File: config.mk
export PLATFORM = sky130hd
export DESIGN_NAME = control_sequencer
export DESIGN_NICKNAME = d
export VERILOG_FILES = /design/src/rtl/control_sequencer.sv
export SDC_FILE = /design/constraint.sdc
export NUM_CORES = 1
export LEC_CHECK = 0
export ABC_AREA = 0
export CAP_MARGIN = 20
export CORE_ASPECT_RATIO = 0.8
export CORE_UTILIZATION = 25
export CTS_CLUSTER_DIAMETER = 40
export DETAILED_ROUTE_END_ITERATION = 12
export GPL_ROUTABILITY_DRIVEN = 1
export GPL_TIMING_DRIVEN = 0
export PLACE_DENSITY = 0.55
export SLEW_MARGIN = 20
export SYNTH_ARGS = -nofsm -noshare
export SYNTH_HDL_FRONTEND = slang
export SYNTH_SLANG_ARGS = --single-unit
File: constraint.sdc
create_clock -name clk -period 2.6 [get_ports clk]
set_input_delay 0.52 -clock clk [delete_from_list [all_inputs] [get_ports clk]]
set_output_delay 0.52 -clock clk [all_outputs]
set_load 0.05 [all_outputs]
File: src/rtl/control_sequencer.sv
// Multi-cycle control FSM for the rv32i core: fetch, decode, execute, memory, writeback.
// One instruction in flight; handles memory ack stalls, request timeouts and illegal opcodes.
module control_sequencer #(
    parameter int TIMEOUT = 16
) (
    input  logic       clk,
    input  logic       rst,
    output logic       o_imem_req,
    input  logic       i_imem_ack,
    output logic       o_ir_load,
    input  logic [6:0] i_opcode,
    input  logic       i_branch_taken,
    output logic       o_dmem_req,
    output logic       o_dmem_we,
    input  logic       i_dmem_ack,
    output logic       o_alu_a_sel,
    output logic       o_alu_b_sel,
    output logic       o_pc_load,
    output logic [1:0] o_pc_sel,
    output logic       o_rd_we,
    output logic [1:0] o_rd_sel,
    output logic       o_retire,
    output logic       o_fault,
    output logic [2:0] o_state
);

    localparam int TW = $clog2(TIMEOUT + 1);
    localparam logic [TW-1:0] TIMER_LAST = TW'(TIMEOUT - 1);

    localparam logic [2:0] S_FETCH     = 3'd0;
    localparam logic [2:0] S_DECODE    = 3'd1;
    localparam logic [2:0] S_EXECUTE   = 3'd2;
    localparam logic [2:0] S_MEMORY    = 3'd3;
    localparam logic [2:0] S_WRITEBACK = 3'd4;
    localparam logic [2:0] S_FAULT     = 3'd7;

    localparam logic [6:0] OP_R_INT    = 7'b0110011;
    localparam logic [6:0] OP_I_INT    = 7'b0010011;
    localparam logic [6:0] OP_I_LOAD   = 7'b0000011;
    localparam logic [6:0] OP_I_JUMP   = 7'b1100111;
    localparam logic [6:0] OP_S_BRANCH = 7'b1100011;
    localparam logic [6:0] OP_S_STORE  = 7'b0100011;
    localparam logic [6:0] OP_U_IMM    = 7'b0110111;
    localparam logic [6:0] OP_U_PC     = 7'b0010111;
    localparam logic [6:0] OP_U_JUMP   = 7'b1101111;

    logic [2:0]    state, state_next;
    logic [TW-1:0] timer, timer_next;

    logic is_r, is_i, is_load, is_ijump, is_branch, is_store, is_uimm, is_upc, is_ujump;
    logic legal;

    assign is_r      = (i_opcode == OP_R_INT);
    assign is_i      = (i_opcode == OP_I_INT);
    assign is_load   = (i_opcode == OP_I_LOAD);
    assign is_ijump  = (i_opcode == OP_I_JUMP);
    assign is_branch = (i_opcode == OP_S_BRANCH);
    assign is_store  = (i_opcode == OP_S_STORE);
    assign is_uimm   = (i_opcode == OP_U_IMM);
    assign is_upc    = (i_opcode == OP_U_PC);
    assign is_ujump  = (i_opcode == OP_U_JUMP);
    assign legal     = is_r | is_i | is_load | is_ijump | is_branch | is_store |
                       is_uimm | is_upc | is_ujump;

    always_ff @(posedge clk) begin
        if (rst) begin
            state <= S_FETCH;
            timer <= '0;
        end else begin
            state <= state_next;
            timer <= timer_next;
        end
    end

    // Outputs decode from the current state; everything is forced low while rst is held.
    always_comb begin
        state_next  = state;
        timer_next  = timer;
        o_imem_req  = 1'b0;
        o_ir_load   = 1'b0;
        o_dmem_req  = 1'b0;
        o_dmem_we   = 1'b0;
        o_alu_a_sel = 1'b0;
        o_alu_b_sel = 1'b0;
        o_pc_load   = 1'b0;
        o_pc_sel    = 2'd0;
        o_rd_we     = 1'b0;
        o_rd_sel    = 2'd0;
        o_retire    = 1'b0;
        o_fault     = 1'b0;
        o_state     = 3'd0;
        if (!rst) begin
            o_state = state;
            if (state == S_EXECUTE || state == S_MEMORY || state == S_WRITEBACK) begin
                o_alu_a_sel = is_upc | is_ujump | is_branch;
                o_alu_b_sel = ~is_r;
            end
            case (state)
                S_FETCH: begin
                    o_imem_req = 1'b1;
                    if (i_imem_ack) begin
                        o_ir_load  = 1'b1;
                        state_next = S_DECODE;
                    end else if (timer == TIMER_LAST) begin
                        state_next = S_FAULT;
                    end else begin
                        timer_next = timer + TW'(1);
                    end
                end
                S_DECODE: begin
                    state_next = legal ? S_EXECUTE : S_FAULT;
                end
                S_EXECUTE: begin
                    if (is_branch) begin
                        o_pc_load  = 1'b1;
                        o_pc_sel   = {1'b0, i_branch_taken};
                        o_retire   = 1'b1;
                        state_next = S_FETCH;
                        timer_next = '0;
                    end else if (is_load || is_store) begin
                        state_next = S_MEMORY;
                        timer_next = '0;
                    end else begin
                        state_next = S_WRITEBACK;
                    end
                end
                S_MEMORY: begin
                    o_dmem_req = 1'b1;
                    o_dmem_we  = is_store;
                    if (i_dmem_ack) begin
                        if (is_store) begin
                            o_pc_load  = 1'b1;
                            o_retire   = 1'b1;
                            state_next = S_FETCH;
                            timer_next = '0;
                        end else begin
                            state_next = S_WRITEBACK;
                        end
                    end else if (timer == TIMER_LAST) begin
                        state_next = S_FAULT;
                    end else begin
                        timer_next = timer + TW'(1);
                    end
                end
                S_WRITEBACK: begin
                    o_rd_we    = 1'b1;
                    o_pc_load  = 1'b1;
                    o_retire   = 1'b1;
                    o_rd_sel   = is_load ? 2'd1 : (is_ijump | is_ujump) ? 2'd2 : is_uimm ? 2'd3 : 2'd0;
                    o_pc_sel   = is_ujump ? 2'd1 : is_ijump ? 2'd2 : 2'd0;
                    state_next = S_FETCH;
                    timer_next = '0;
                end
                S_FAULT: begin
                    o_fault = 1'b1;
                end
                default: begin
                    state_next = S_FAULT;
                end
            endcase
        end
    end

endmodule
==> impl_metrics.tcl <==
set metrics [dict create \
    status "complete, no violations" \
    synth_commonest_cells "nor2_1, nand2_1, a21oi_1, dfxtp_1, o21ai_0" \
    rows 18 \
    fin_util_pct 38.5 \
    via_count 1037 \
    ant_nets 0 \
    drt-total-wl_um 2590 \
    slew_violations 0 \
    fin_crit_ns 2.51 \
    critical_path_buf_inv_count 3 \
    worst_pin_slew_ns 0.502 \
    rsz0062_at_grt "yes" \
    first_pass_iters 4 \
    hold_viol_final 0 \
    drc 0 \
    r2r-end "state[0]" \
    cts.sinks 8 \
    finalCritPeriodShare_pct 96.5 \
    crit_path_top_delay_cell "clkdlybuf4s50_1" \
    critPathMaxStageDelay_ns 0.63 \
    fmax_mhz 399 \
    syn_area_per_cell_um2 6.80 \
    setup.worst_path.end_class "primary output" \
    syn_nets 135 \
    synth_area_leaders "dfxtp_1, nor2_1, nand2_1" \
    cp_data_required_time_ns 2.08 \
    wl_per_cell_um 13.6 \
    antennaDiodeCount 0 \
    via_per_inst 5.46 \
    critPathMaxFanout 10 \
    crit_family "buffers and inverters" \
    portBuffers 25 \
    grt_pass1_wl_um 4090 \
    n_fill_cell 336 \
    cts_tree "built" \
    hpwlAfterDp_um 1960 \
    synth_flop_cell "dfxtp_1" \
    hp-start "timer[4]" \
    root_buffer "clkbuf_8" \
    synth_area_um2 830 \
    crit_start "rst" \
    rr_worst_depth 7 \
    core_area_mm2 0.00313 \
    grt_pass1_vias 890 \
    cts_max_path_buffers 2 \
    start_kind "input port" \
    fp.dieH_um 53.5 \
    num-nets-final 165 \
    endpoint "o_state[2]" \
    synth_top_cell_area_share_pct 19.3 \
    ys_types 38 \
    setup_viol 0 \
    async_reset_ff_share_pct 0 \
    cp.arrival_ns 1.99 \
    drt_iter0_drc 58 \
    peakVddDrop_uv 316 \
    synth-seq-cells 8 \
    die_w_um 66.4 \
    cts_made_buffers 3 \
    die_area_mm2 0.00355 \
    maxSlewHeadroom_pct 66.5 \
    r2r_setup_slack_ns 0.90 \
    antenna_found_initial 0 \
    grt_use_total_pct 15.5 \
    p_leak_nw 0.479 \
    postCtsHoldBufs 0 \
    power_density_mw_per_mm2 728 \
    hp-class "register to register" \
    fin_skew_ns 0.0153 \
    yosysWarnings 0 \
    yosysSeqAreaShare_pct 19.3 \
    synth.largest_area_cell "dfxtp_1" \
    worst-path-stages 4 \
    gp_congestion 0.828 \
    grt_max_degree 11 \
    post_cts_buffers 0 \
    area_delta_synth_final_pct 45.2 \
    start_util_pct 26.5 \
    total_power_mw 0.878 \
    criticalPathCategory "input port to primary output" \
    max_cap_viol_count 0 \
    htreeDepth 1 \
    path_clk_slew_ns 0.05 \
    clkLatencyLatePin_ns 0.24 \
    crit_chain "clkdlybuf4s50_1, clkbuf_2, nor2_1, clkdlybuf4s15_1" \
    io_pins 29 \
    netlist_instances 122 \
    r2r_start "timer[0]" \
    drive_gt1_share_pct 24.0 \
    gr-total-overflow 0 \
    synth_edf_count 0 \
    synth_most_common_cell "nor2_1" \
]
[sequential cells by signal (all words and copies together), names as in the netlist]
register,cells
timer,5
state,3
[where the power goes]
part           leakage [nW]  internal, mW  switching, mW  total, mW
Sequential           0.0654         0.154         0.0258      0.179
Clock                0.0216         0.101         0.0609      0.162
Combinational         0.392         0.176          0.360      0.536
[area by class of cell]
| type | instances | area [um2] | share of cell area (%) |
|---|---|---|---|
| multi-input combinational | 99 | 674 | 56.0 |
| inverter | 6 | 22.5 | 1.87 |
| buffer | 9 | 48.8 | 4.05 |
| timing repair buffer | 25 | 208 | 17.2 |
| clock buffer | 3 | 41.3 | 3.43 |
| tap | 40 | 50.0 | 4.15 |
| sequential | 8 | 160 | 13.3 |
[routing by layer]
metal	track usage [%]	up-vias	routed length, um
met1	20.9	485	1250
met5	0	-	0
met2	24.0	37	1180
li1	-	513	-
met4	4.61	0	11
met3	4.31	2	148
[kinds of logic (layout without fill, tap and decap cells)]
group	after synthesis	in the layout	share of synthesized area, %
compound gates	39	39	32.4
xor+xnor	1	1	1.06
fa+ha+maj	2	2	2.87
buf+inv	15	43	7.99
flops	8	8	19.3
simple gates	57	57	36.3
[tightest hold or removal path: stages (launching register included)]
cell and delay (ns):
dfxtp_1 0.31, nand2b_1 0.06, a21oi_1 0.04
[how the worst min path moves through the flow]
stage | slack, ns | cells past startpoint | to
3_5_place_dp | 0.44 | 2 | timer[4]
6_report | 0.45 | 2 | timer[4]
4_1_cts | 0.45 | 2 | timer[4]
3_3_place_gp | 0.45 | 2 | timer[4]
2_1_floorplan | 0.42 | 2 | timer[4]
5_1_grt | 0.48 | 2 | timer[4]
[metrics by stage]
| step | std cells | hold slack, ns | setup TNS [ns] | cell area, um2 | worst slack (ns) |
|---|---|---|---|---|---|
| final | 190 | 0.451 | 0 | 1200 | 0.0910 |
| after global routing | 190 | 0.478 | -0.0109 | 1200 | -0.0109 |
| after CTS | 190 | 0.453 | -0.0248 | 1210 | -0.0248 |
| after detailed placement | 187 | 0.439 | -6.86 | 1170 | -1.05 |
| after global placement | 187 | 0.446 | -6.72 | 1170 | -1.02 |
| after floorplan | 122 | 0.422 | -0.0136 | 866 | -0.0136 |
[placed cells by master (no fill, tap or decap), drive strengths merged, types with 2 or more instances in the layout]
master,netlist,layout
o21a,2,2
clkdlybuf4s50,0,6
a31oi,4,4
o21ai,9,9
nand2b,4,4
a21oi,8,8
and4b,2,2
o32ai,2,2
nor3,3,3
inv,6,6
dlygate4sd2,0,8
o211ai,3,3
a32oi,3,3
nand3,4,4
nand2,12,12
dfxtp,8,8
nor2,13,13
and3,3,3
nor4,2,2
or3,2,2
nor2b,3,3
clkdlybuf4s15,0,2
a211oi,4,4
nand4,2,2
buf,6,10
clkbuf,3,11
and2,4,4
[what timing repair did]
action	CTS	global route
resized for setup	43	18
endpoints found under the setup margin	17	11
endpoints found under the hold margin	0	0
pin swaps	0	2
cloned	0	0
Power figures use the tool's default switching activity.
